$ cat src/rtl/pipelined_ctrl_unit_pkg.sv
// Shared encodings for the decode/control stage: opcodes, operand-select and
// compare encodings, halt FSM states and the decoded control bundle.
package ctrl_pkg;

  localparam logic [3:0] OP_ALU  = 4'd15;
  localparam logic [3:0] OP_LD   = 4'd11;
  localparam logic [3:0] OP_ST   = 4'd8;
  localparam logic [3:0] OP_BGT  = 4'd4;
  localparam logic [3:0] OP_BLT  = 4'd5;
  localparam logic [3:0] OP_BEQ  = 4'd6;
  localparam logic [3:0] OP_JMP  = 4'd12;
  localparam logic [3:0] OP_HALT = 4'd0;

  localparam logic [1:0] CMP_GT = 2'd0;
  localparam logic [1:0] CMP_LT = 2'd1;
  localparam logic [1:0] CMP_EQ = 2'd2;

  localparam logic [1:0] SE_OP1 = 2'd0;
  localparam logic [1:0] SE_OP2 = 2'd1;
  localparam logic [1:0] SE_IMM = 2'd2;

  typedef enum logic [1:0] {
    ST_RUN    = 2'd0,
    ST_DRAIN  = 2'd1,
    ST_HALTED = 2'd2
  } halt_state_t;

  typedef struct packed {
    logic [3:0] dest;
    logic [3:0] alu_func;
    logic [7:0] offset;
    logic [1:0] sign_extend;
    logic [1:0] compare_type;
    logic       reg_write;
    logic       mem_read;
    logic       mem_write;
    logic       branch;
    logic       jump;
    logic       halt;
  } ctrl_bundle_t;

endpackage

$ cat src/rtl/pipelined_ctrl_unit_if.sv
// Bus between IF/ID + hazard/branch logic (master) and the control stage (slave).
interface pipelined_ctrl_unit_if #(
  parameter int INSTR_W = 16,
  parameter int CNT_W   = 16
);
  logic               instr_valid;
  logic [INSTR_W-1:0] instruction;
  logic               hazard_detected;
  logic               branch_taken;

  logic               fetch_stall;
  logic               ctrl_valid;
  logic [3:0]         opcode;
  logic [3:0]         op1;
  logic [3:0]         op2;
  logic [3:0]         dest;
  logic [3:0]         alu_func;
  logic [7:0]         offset;
  logic [1:0]         sign_extend;
  logic [1:0]         compare_type;
  logic               reg_write;
  logic               mem_read;
  logic               mem_write;
  logic               branch;
  logic               jump;
  logic               halt;
  logic               flush;
  logic               halted;
  logic               illegal_instr;
  logic [CNT_W-1:0]   stall_count;
  logic [CNT_W-1:0]   flush_count;

  modport master (
    output instr_valid, instruction, hazard_detected, branch_taken,
    input  fetch_stall, ctrl_valid, opcode, op1, op2, dest, alu_func, offset,
           sign_extend, compare_type, reg_write, mem_read, mem_write, branch,
           jump, halt, flush, halted, illegal_instr, stall_count, flush_count
  );

  modport slave (
    input  instr_valid, instruction, hazard_detected, branch_taken,
    output fetch_stall, ctrl_valid, opcode, op1, op2, dest, alu_func, offset,
           sign_extend, compare_type, reg_write, mem_read, mem_write, branch,
           jump, halt, flush, halted, illegal_instr, stall_count, flush_count
  );
endinterface

$ cat src/rtl/pipelined_ctrl_unit_decode_rom.sv
// Combinational opcode -> control bundle. Undefined opcodes decode as halt
// and raise the illegal flag so the core stops instead of running garbage.
module ctrl_decode_rom
  import ctrl_pkg::*;
(
  input  logic [3:0]   i_opcode,
  input  logic [3:0]   i_op1,
  input  logic [3:0]   i_op2,
  input  logic [3:0]   i_lo,
  output ctrl_bundle_t o_ctrl,
  output logic         o_illegal
);

  // Decode table lookup.
  always_comb begin
    o_ctrl    = '0;
    o_illegal = 1'b0;
    case (i_opcode)
      OP_ALU: begin
        o_ctrl.reg_write = 1'b1;
        o_ctrl.dest      = i_op1;
        o_ctrl.alu_func  = i_lo;
      end
      OP_LD: begin
        o_ctrl.reg_write   = 1'b1;
        o_ctrl.mem_read    = 1'b1;
        o_ctrl.dest        = i_op1;
        o_ctrl.sign_extend = SE_IMM;
        o_ctrl.offset      = {4'h0, i_lo};
      end
      OP_ST: begin
        o_ctrl.mem_write   = 1'b1;
        o_ctrl.sign_extend = SE_IMM;
        o_ctrl.offset      = {4'h0, i_lo};
      end
      OP_BGT, OP_BLT, OP_BEQ: begin
        o_ctrl.branch      = 1'b1;
        o_ctrl.sign_extend = SE_OP2;
        o_ctrl.offset      = {i_op2, i_lo};
        o_ctrl.compare_type = (i_opcode == OP_BGT) ? CMP_GT :
                              (i_opcode == OP_BLT) ? CMP_LT : CMP_EQ;
      end
      OP_JMP: begin
        o_ctrl.jump        = 1'b1;
        o_ctrl.sign_extend = SE_OP1;
        o_ctrl.offset      = {i_op2, i_lo};
      end
      OP_HALT: o_ctrl.halt = 1'b1;
      default: begin
        o_ctrl.halt = 1'b1;
        o_illegal   = 1'b1;
      end
    endcase
  end

endmodule

$ cat src/rtl/pipelined_ctrl_unit.sv
// Registered decode/control stage between IF/ID and EX. Handles hazard
// stalls, branch/jump flush bubbles and a RUN -> DRAIN -> HALTED halt FSM.
// Optional perf counters are built when CTRL_PERF_CNT_EN is defined;
// otherwise stall_count/flush_count read as 0.
module pipelined_ctrl_unit
  import ctrl_pkg::*;
#(
  parameter int INSTR_W      = 16,
  parameter int FLUSH_CYCLES = 1,
  parameter int DRAIN_CYCLES = 3,
  parameter int CNT_W        = 16
) (
  input  logic                  i_clk,
  input  logic                  i_rst,
  pipelined_ctrl_unit_if.slave  bus
);

  localparam int FC_W = $clog2(FLUSH_CYCLES + 1);
  localparam int DC_W = $clog2(DRAIN_CYCLES + 1);

  logic [3:0]   w_opcode, w_op1, w_op2, w_lo;
  ctrl_bundle_t w_dec;
  logic         w_illegal;

  halt_state_t     r_state, w_state_nxt;
  logic [FC_W-1:0] r_flush_cnt, w_flush_cnt_nxt;
  logic [DC_W-1:0] r_drain_cnt, w_drain_cnt_nxt;
  logic            w_issue, w_flush_bubble, w_hazard_stall, w_fetch_stall;

  ctrl_bundle_t r_ctrl;
  logic [3:0]   r_opcode, r_op1, r_op2;
  logic         r_valid, r_flush, r_illegal;

  assign w_opcode = bus.instruction[INSTR_W-1 -: 4];
  assign w_op1    = bus.instruction[INSTR_W-5 -: 4];
  assign w_op2    = bus.instruction[INSTR_W-9 -: 4];
  assign w_lo     = bus.instruction[INSTR_W-13 -: 4];

  ctrl_decode_rom u_rom (
    .i_opcode  (w_opcode),
    .i_op1     (w_op1),
    .i_op2     (w_op2),
    .i_lo      (w_lo),
    .o_ctrl    (w_dec),
    .o_illegal (w_illegal)
  );

  // Issue priority (flush > hazard > valid > bubble) and halt FSM next state.
  always_comb begin
    w_state_nxt     = r_state;
    w_flush_cnt_nxt = r_flush_cnt;
    w_drain_cnt_nxt = r_drain_cnt;
    w_issue         = 1'b0;
    w_flush_bubble  = 1'b0;
    w_hazard_stall  = 1'b0;
    w_fetch_stall   = 1'b0;
    case (r_state)
      ST_RUN: begin
        if (bus.branch_taken) begin
          w_flush_bubble  = 1'b1;
          w_flush_cnt_nxt = FC_W'(FLUSH_CYCLES - 1);
        end else if (r_flush_cnt != '0) begin
          w_flush_bubble  = 1'b1;
          w_flush_cnt_nxt = r_flush_cnt - 1'b1;
        end else if (bus.hazard_detected) begin
          w_hazard_stall = 1'b1;
          w_fetch_stall  = 1'b1;
        end else if (bus.instr_valid) begin
          w_issue = 1'b1;
          if (w_dec.jump) w_flush_cnt_nxt = FC_W'(FLUSH_CYCLES);
          if (w_dec.halt) begin
            w_state_nxt     = ST_DRAIN;
            w_drain_cnt_nxt = DC_W'(DRAIN_CYCLES - 1);
          end
        end
      end
      ST_DRAIN: begin
        // A taken branch here means the halt was fetched down the wrong path.
        if (bus.branch_taken) begin
          w_state_nxt     = ST_RUN;
          w_flush_bubble  = 1'b1;
          w_flush_cnt_nxt = FC_W'(FLUSH_CYCLES - 1);
        end else begin
          w_fetch_stall = 1'b1;
          if (r_drain_cnt == '0) w_state_nxt = ST_HALTED;
          else                   w_drain_cnt_nxt = r_drain_cnt - 1'b1;
        end
      end
      ST_HALTED: w_fetch_stall = 1'b1;
      default:   w_state_nxt = ST_RUN;
    endcase
  end

  // State, counters and the registered control bundle.
  always_ff @(posedge i_clk) begin
    if (i_rst) begin
      r_state     <= ST_RUN;
      r_flush_cnt <= '0;
      r_drain_cnt <= '0;
      r_ctrl      <= '0;
      r_opcode    <= '0;
      r_op1       <= '0;
      r_op2       <= '0;
      r_valid     <= 1'b0;
      r_flush     <= 1'b0;
      r_illegal   <= 1'b0;
    end else begin
      r_state     <= w_state_nxt;
      r_flush_cnt <= w_flush_cnt_nxt;
      r_drain_cnt <= w_drain_cnt_nxt;
      r_valid     <= w_issue;
      r_flush     <= w_flush_bubble;
      r_ctrl      <= w_issue ? w_dec    : '0;
      r_opcode    <= w_issue ? w_opcode : '0;
      r_op1       <= w_issue ? w_op1    : '0;
      r_op2       <= w_issue ? w_op2    : '0;
      if (w_issue && w_illegal) r_illegal <= 1'b1;
    end
  end

  assign bus.fetch_stall   = w_fetch_stall;
  assign bus.ctrl_valid    = r_valid;
  assign bus.opcode        = r_opcode;
  assign bus.op1           = r_op1;
  assign bus.op2           = r_op2;
  assign bus.dest          = r_ctrl.dest;
  assign bus.alu_func      = r_ctrl.alu_func;
  assign bus.offset        = r_ctrl.offset;
  assign bus.sign_extend   = r_ctrl.sign_extend;
  assign bus.compare_type  = r_ctrl.compare_type;
  assign bus.reg_write     = r_ctrl.reg_write;
  assign bus.mem_read      = r_ctrl.mem_read;
  assign bus.mem_write     = r_ctrl.mem_write;
  assign bus.branch        = r_ctrl.branch;
  assign bus.jump          = r_ctrl.jump;
  assign bus.halt          = r_ctrl.halt;
  assign bus.flush         = r_flush;
  assign bus.halted        = (r_state == ST_HALTED);
  assign bus.illegal_instr = r_illegal;

`ifdef CTRL_PERF_CNT_EN
  logic [CNT_W-1:0] r_stall_count, r_flush_count;

  // Saturating perf counters for hazard stalls and flush bubbles.
  always_ff @(posedge i_clk) begin
    if (i_rst) begin
      r_stall_count <= '0;
      r_flush_count <= '0;
    end else begin
      if (w_hazard_stall && (r_stall_count != '1)) r_stall_count <= r_stall_count + 1'b1;
      if (w_flush_bubble && (r_flush_count != '1)) r_flush_count <= r_flush_count + 1'b1;
    end
  end

  assign bus.stall_count = r_stall_count;
  assign bus.flush_count = r_flush_count;
`else
  assign bus.stall_count = CNT_W'(0);
  assign bus.flush_count = CNT_W'(0);
`endif

endmodule

$ cat src/flat_wrapper.sv
// flat-port wrapper written by rule: the top's interface ports become plain ports
module pipelined_ctrl_unit_flat import ctrl_pkg::*;
#(
  parameter int INSTR_W      = 16,
  parameter int FLUSH_CYCLES = 1,
  parameter int DRAIN_CYCLES = 3,
  parameter int CNT_W        = 16
)
  (i_clk, i_rst, bus_instr_valid, bus_instruction, bus_hazard_detected, bus_branch_taken, bus_fetch_stall, bus_ctrl_valid, bus_opcode, bus_op1, bus_op2, bus_dest, bus_alu_func, bus_offset, bus_sign_extend, bus_compare_type, bus_reg_write, bus_mem_read, bus_mem_write, bus_branch, bus_jump, bus_halt, bus_flush, bus_halted, bus_illegal_instr, bus_stall_count, bus_flush_count);
  pipelined_ctrl_unit_if #(.INSTR_W(INSTR_W), .CNT_W(CNT_W)) bus_i ();
  input  logic i_clk;
  input  logic i_rst;
  input wire logic [$bits(bus_i.instr_valid)-1:0] bus_instr_valid;
  input wire logic [$bits(bus_i.instruction)-1:0] bus_instruction;
  input wire logic [$bits(bus_i.hazard_detected)-1:0] bus_hazard_detected;
  input wire logic [$bits(bus_i.branch_taken)-1:0] bus_branch_taken;
  output wire logic [$bits(bus_i.fetch_stall)-1:0] bus_fetch_stall;
  output wire logic [$bits(bus_i.ctrl_valid)-1:0] bus_ctrl_valid;
  output wire logic [$bits(bus_i.opcode)-1:0] bus_opcode;
  output wire logic [$bits(bus_i.op1)-1:0] bus_op1;
  output wire logic [$bits(bus_i.op2)-1:0] bus_op2;
  output wire logic [$bits(bus_i.dest)-1:0] bus_dest;
  output wire logic [$bits(bus_i.alu_func)-1:0] bus_alu_func;
  output wire logic [$bits(bus_i.offset)-1:0] bus_offset;
  output wire logic [$bits(bus_i.sign_extend)-1:0] bus_sign_extend;
  output wire logic [$bits(bus_i.compare_type)-1:0] bus_compare_type;
  output wire logic [$bits(bus_i.reg_write)-1:0] bus_reg_write;
  output wire logic [$bits(bus_i.mem_read)-1:0] bus_mem_read;
  output wire logic [$bits(bus_i.mem_write)-1:0] bus_mem_write;
  output wire logic [$bits(bus_i.branch)-1:0] bus_branch;
  output wire logic [$bits(bus_i.jump)-1:0] bus_jump;
  output wire logic [$bits(bus_i.halt)-1:0] bus_halt;
  output wire logic [$bits(bus_i.flush)-1:0] bus_flush;
  output wire logic [$bits(bus_i.halted)-1:0] bus_halted;
  output wire logic [$bits(bus_i.illegal_instr)-1:0] bus_illegal_instr;
  output wire logic [$bits(bus_i.stall_count)-1:0] bus_stall_count;
  output wire logic [$bits(bus_i.flush_count)-1:0] bus_flush_count;
  assign bus_i.instr_valid = bus_instr_valid;
  assign bus_i.instruction = bus_instruction;
  assign bus_i.hazard_detected = bus_hazard_detected;
  assign bus_i.branch_taken = bus_branch_taken;
  assign bus_fetch_stall = bus_i.fetch_stall;
  assign bus_ctrl_valid = bus_i.ctrl_valid;
  assign bus_opcode = bus_i.opcode;
  assign bus_op1 = bus_i.op1;
  assign bus_op2 = bus_i.op2;
  assign bus_dest = bus_i.dest;
  assign bus_alu_func = bus_i.alu_func;
  assign bus_offset = bus_i.offset;
  assign bus_sign_extend = bus_i.sign_extend;
  assign bus_compare_type = bus_i.compare_type;
  assign bus_reg_write = bus_i.reg_write;
  assign bus_mem_read = bus_i.mem_read;
  assign bus_mem_write = bus_i.mem_write;
  assign bus_branch = bus_i.branch;
  assign bus_jump = bus_i.jump;
  assign bus_halt = bus_i.halt;
  assign bus_flush = bus_i.flush;
  assign bus_halted = bus_i.halted;
  assign bus_illegal_instr = bus_i.illegal_instr;
  assign bus_stall_count = bus_i.stall_count;
  assign bus_flush_count = bus_i.flush_count;
  pipelined_ctrl_unit #(.INSTR_W(INSTR_W), .FLUSH_CYCLES(FLUSH_CYCLES), .DRAIN_CYCLES(DRAIN_CYCLES), .CNT_W(CNT_W)) u_core (.i_clk(i_clk), .i_rst(i_rst), .bus(bus_i));
endmodule
$ cat config.mk
export PLATFORM = sky130hd
export DESIGN_NAME = pipelined_ctrl_unit_flat
export DESIGN_NICKNAME = d
export VERILOG_FILES = /design/src/rtl/pipelined_ctrl_unit_pkg.sv /design/src/rtl/pipelined_ctrl_unit_if.sv /design/src/rtl/pipelined_ctrl_unit_decode_rom.sv /design/src/rtl/pipelined_ctrl_unit.sv /design/src/flat_wrapper.sv
export SDC_FILE = /design/constraint.sdc
export NUM_CORES = 1
export LEC_CHECK = 0
export BUFFER_PORTS_ARGS = -buffer_cell sky130_fd_sc_hd__buf_2
export CORE_ASPECT_RATIO = 1.4
export CORE_MARGIN = 10
export CORE_UTILIZATION = 46
export DETAILED_ROUTE_END_ITERATION = 10
export HOLD_SLACK_MARGIN = 0.08
export PLACE_DENSITY = 0.9
export SYNTH_ARGS = -nofsm -noshare
export SYNTH_HDL_FRONTEND = slang
export SYNTH_SLANG_ARGS = --single-unit
export TNS_END_PERCENT = 50
$ cat constraint.sdc
create_clock -name i_clk -period 3.3 [get_ports i_clk]
set_input_delay 0.66 -clock i_clk [delete_from_list [all_inputs] [get_ports i_clk]]
set_output_delay 0.66 -clock i_clk [all_outputs]
set_load 0.005 [all_outputs]
==> results by group <==
Clocking
  • Post-CTS Resized: 0
  • Total CTS buffers: 5
  • CTS tree: done
  • Hold-fix buffers, CTS: 0
  • Post-CTS Setup Bufs: 0
  • CTS root buf: clkbuf_8
  • Clk buf depth: 2
  • Clk sink count: 46
  • Skew-Pair Late Insertion Delay: between 0.2 and 0.3 ns
  • Clock Pin Slew Worst Setup and Hold Paths: around 0.08 ns
  • H-tree depth: 2

GRT
  • First-pass GRT wire length: 6.065 mm
  • Pin count of the biggest net entering global routing: 18
  • Initial antenna violation count: 0
  • GRT overflow: 0
  • Total global-route track usage: 0.1096
  • Vias in the first global route: roughly 1.4k

Synth
  • Largest family of logic cells by synthesized area: simple AND/OR/NAND/NOR gates
  • Avg Cell Area, Syn: between 9 and 10 um^2
  • Synthesis-stage register bit count: 46
  • Post-synth ARST share: 0
  • Main flop type after synthesis: dfxtp_1
  • Simple-gate share of the synthesized area: 0.2187
  • Post-synthesis share of cell area spent on xor and xnor gates: 0.004892
  • Post-synthesis adder-cell area fraction: 0.006988
  • Post-synth EDFFs: 0
  • Ys Warns: 0
  • Cells after Synth: about 190
  • Post-synthesis compound-gate area fraction: 0.07687
  • Seq/Total Area, Yosys: 0.5143
  • Synth Cell Area: around 0.0018 mm^2
  • Unique masters post-synth: 40
  • Proportion of synthesized area in mux cells: 0.006289

Detailed routing
  • Iteration-0 DRC Markers: 57
  • Detailed-route DRC error count: 0
  • Final ANT Viol Nets: 0
  • Vias: around 1.3k
  • Vias per inst: between 4 and 5
  • DR pass1 iterations: 4
  • Final wirelength: ~3.9 mm
  • Routed wire length per instance: ~13 um

Layout
  • Post-layout util: 0.5759
  • Most frequent cells in the layout: 63 x buf_2, 46 x dfxtp_1, 32 x conb_1
  • Layout net count: between 200 and 300
  • Synth-to-Final Area Change: 19.29%
  • Most common cell after layout, fill and taps aside: buf_2
  • # diodes: 0
  • Fraction of layout cells with a size suffix above 1: 0.3239

Placed design
  • # port buffers: 63
  • DP HPWL: ~3.1 mm
  • GP Congestion: between 0.7 and 0.8

Timing
  • Final setup vio count: 0
  • Final hold violation count: 0
  • RSZ-0062 raised after global routing: false
  • Worst Max-Slew Pin Slew: between 0.8 and 0.9 ns
  • Final setup TNS: 0 ns
  • Max Freq: 440.5 MHz
  • Slew Viols, Final: 0
  • Final clock skew: between 0.008 and 0.009 ns
  • Slew Limit Headroom: 0.4392
  • Crit path time final: about 2.3 ns
  • Hold_ws: 0.4914 ns
  • Period utilisation layout: 0.6879

Outcome
  • Status: completed

Worst setup path
  • Slowest CP cell: nor2_1
  • CP required: around 3.5 ns
  • Worst endpoint data arrival time: around 2.5 ns
  • Crit-path max FO: 17
  • Worst setup EP type: register
  • Crit. Startpoint: bus_branch_taken
  • Critical path depth: 5
  • Startpoint type of the worst setup path: input pin
  • Critical path type: input pin to register
  • Crit path largest cell delay: 0.67 ns
  • Crit path buffers/inverters: 1
  • Cell Chain, Critical Path: buf_2, or4_4, or2_1, nor2_1, and4_1
  • Reg-to-reg startpoint: u_core.r_state[1]
  • CP top delay family: simple AND/OR/NAND/NOR gates
  • R2R cell count: 4

Flow run
  • Max cap viols: 0

Floorplanning
  • DIE WIDTH: 72.73 um
  • Initial Util: 0.4828
  • I/O Pins: between 90 and 100
  • Die Y: around 94 um
  • Die area: 0.006823 mm^2
  • Row count: 26
  • Core area: approximately 0.0037 mm^2

Worst hold path
  • Hold Path Stages: 1
  • Hold crit path type: register to register
  • Hold Startpoint: u_core.bus.illegal_instr

Power and ir drop
  • Peak VDD IR: ~0.40 mV
  • Cell area power density: ~530 mW/mm^2
  • P_leak: about 1.1 nW
path summary, 6_finish.rpt:
path         slack [ns]                        to
max                1.03           u_core.bus.jump
min                0.49  u_core.bus.illegal_instr
max reg2reg        1.05           u_core.bus.jump
min reg2reg        0.49  u_core.bus.illegal_instr
cell usage after synthesis (3+ instances only):
cell type / n / area share
a21oi_1: 9 / 0.025
and2_1: 13 / 0.045
and2_2: 3 / 0.013
and3_1: 4 / 0.014
buf_4: 33 / 0.14
clkbuf_1: 6 / 0.013
dfxtp_1: 46 / 0.51
inv_1: 6 / 0.013
nand2_1: 3 / 0.0063
nand2b_1: 7 / 0.024
nor2_1: 17 / 0.036
nor3_1: 6 / 0.017
report_power, final:
part / internal (mW) / switching [mW]
Combinational: 0.0282 / 0.0453
Clock: 0.323 / 0.175
Sequential: 0.561 / 0.00221
state kept, by name, summed over array words and instances (netlist names):
signal                    flops
u_core.bus.reg_write          1
u_core.bus.jump               1
u_core.bus.op2                4
u_core.bus.opcode             4
u_core.bus.halt               1
u_core.r_drain_cnt            2
u_core.bus.branch             1
u_core.bus.flush              1
u_core.bus.sign_extend        2
u_core.bus.illegal_instr      1
u_core.r_state                2
u_core.r_flush_cnt            1
u_core.bus.mem_read           1
u_core.bus.dest               4
u_core.bus.op1                4
u_core.bus.compare_type       2
u_core.bus.mem_write          1
u_core.bus.ctrl_valid         1
u_core.bus.offset             8
u_core.bus.alu_func           4
stage by stage:
stage               setup slack (ns)  instances  area (um^2)  total power [mW]
finish                         1.030        289         2136             1.134
CTS                            1.047        289         2136             1.141
global route                  0.8761        289         2136             1.180
floorplan                      1.268        216         1907            0.6501
detailed placement            0.7394        281         1993            0.6481
global placement              0.8396        281         1993            0.6464
area by class of cell:
type	count	area [um^2]
fillers	340	1573
flip-flops and latches	46	920.9
multi-input cells	124	681.9
repair buffers	63	315.3
clock buffers	6	82.58
clock inverters	2	60.06
well taps	42	52.55
inverters	6	22.52
worst register-to-register path, stage by stage (launching register included):
cell,delay (ns)
dfxtp_1,0.36
or4_4,0.53
or2_1,0.32
nor2_1,0.67
and4_1,0.30
per-layer routing:
metal,up-vias,track usage,part of all wire
met5,-,0,0
met4,0,0.03810,0.0098
met3,4,0.05926,0.11
met2,72,0.1855,0.49
met1,562,0.1107,0.39
li1,664,-,-
logic make-up after synthesis:
family	Yosys count
other	1
xor gates and xnor gates	1
muxes	1
adders and majority gates	1
buffers and inverters	46
DFF	46
AOI/OAI and AO/OA	21
and+or+nand+nor	68
Power figures use the tool's default switching activity.
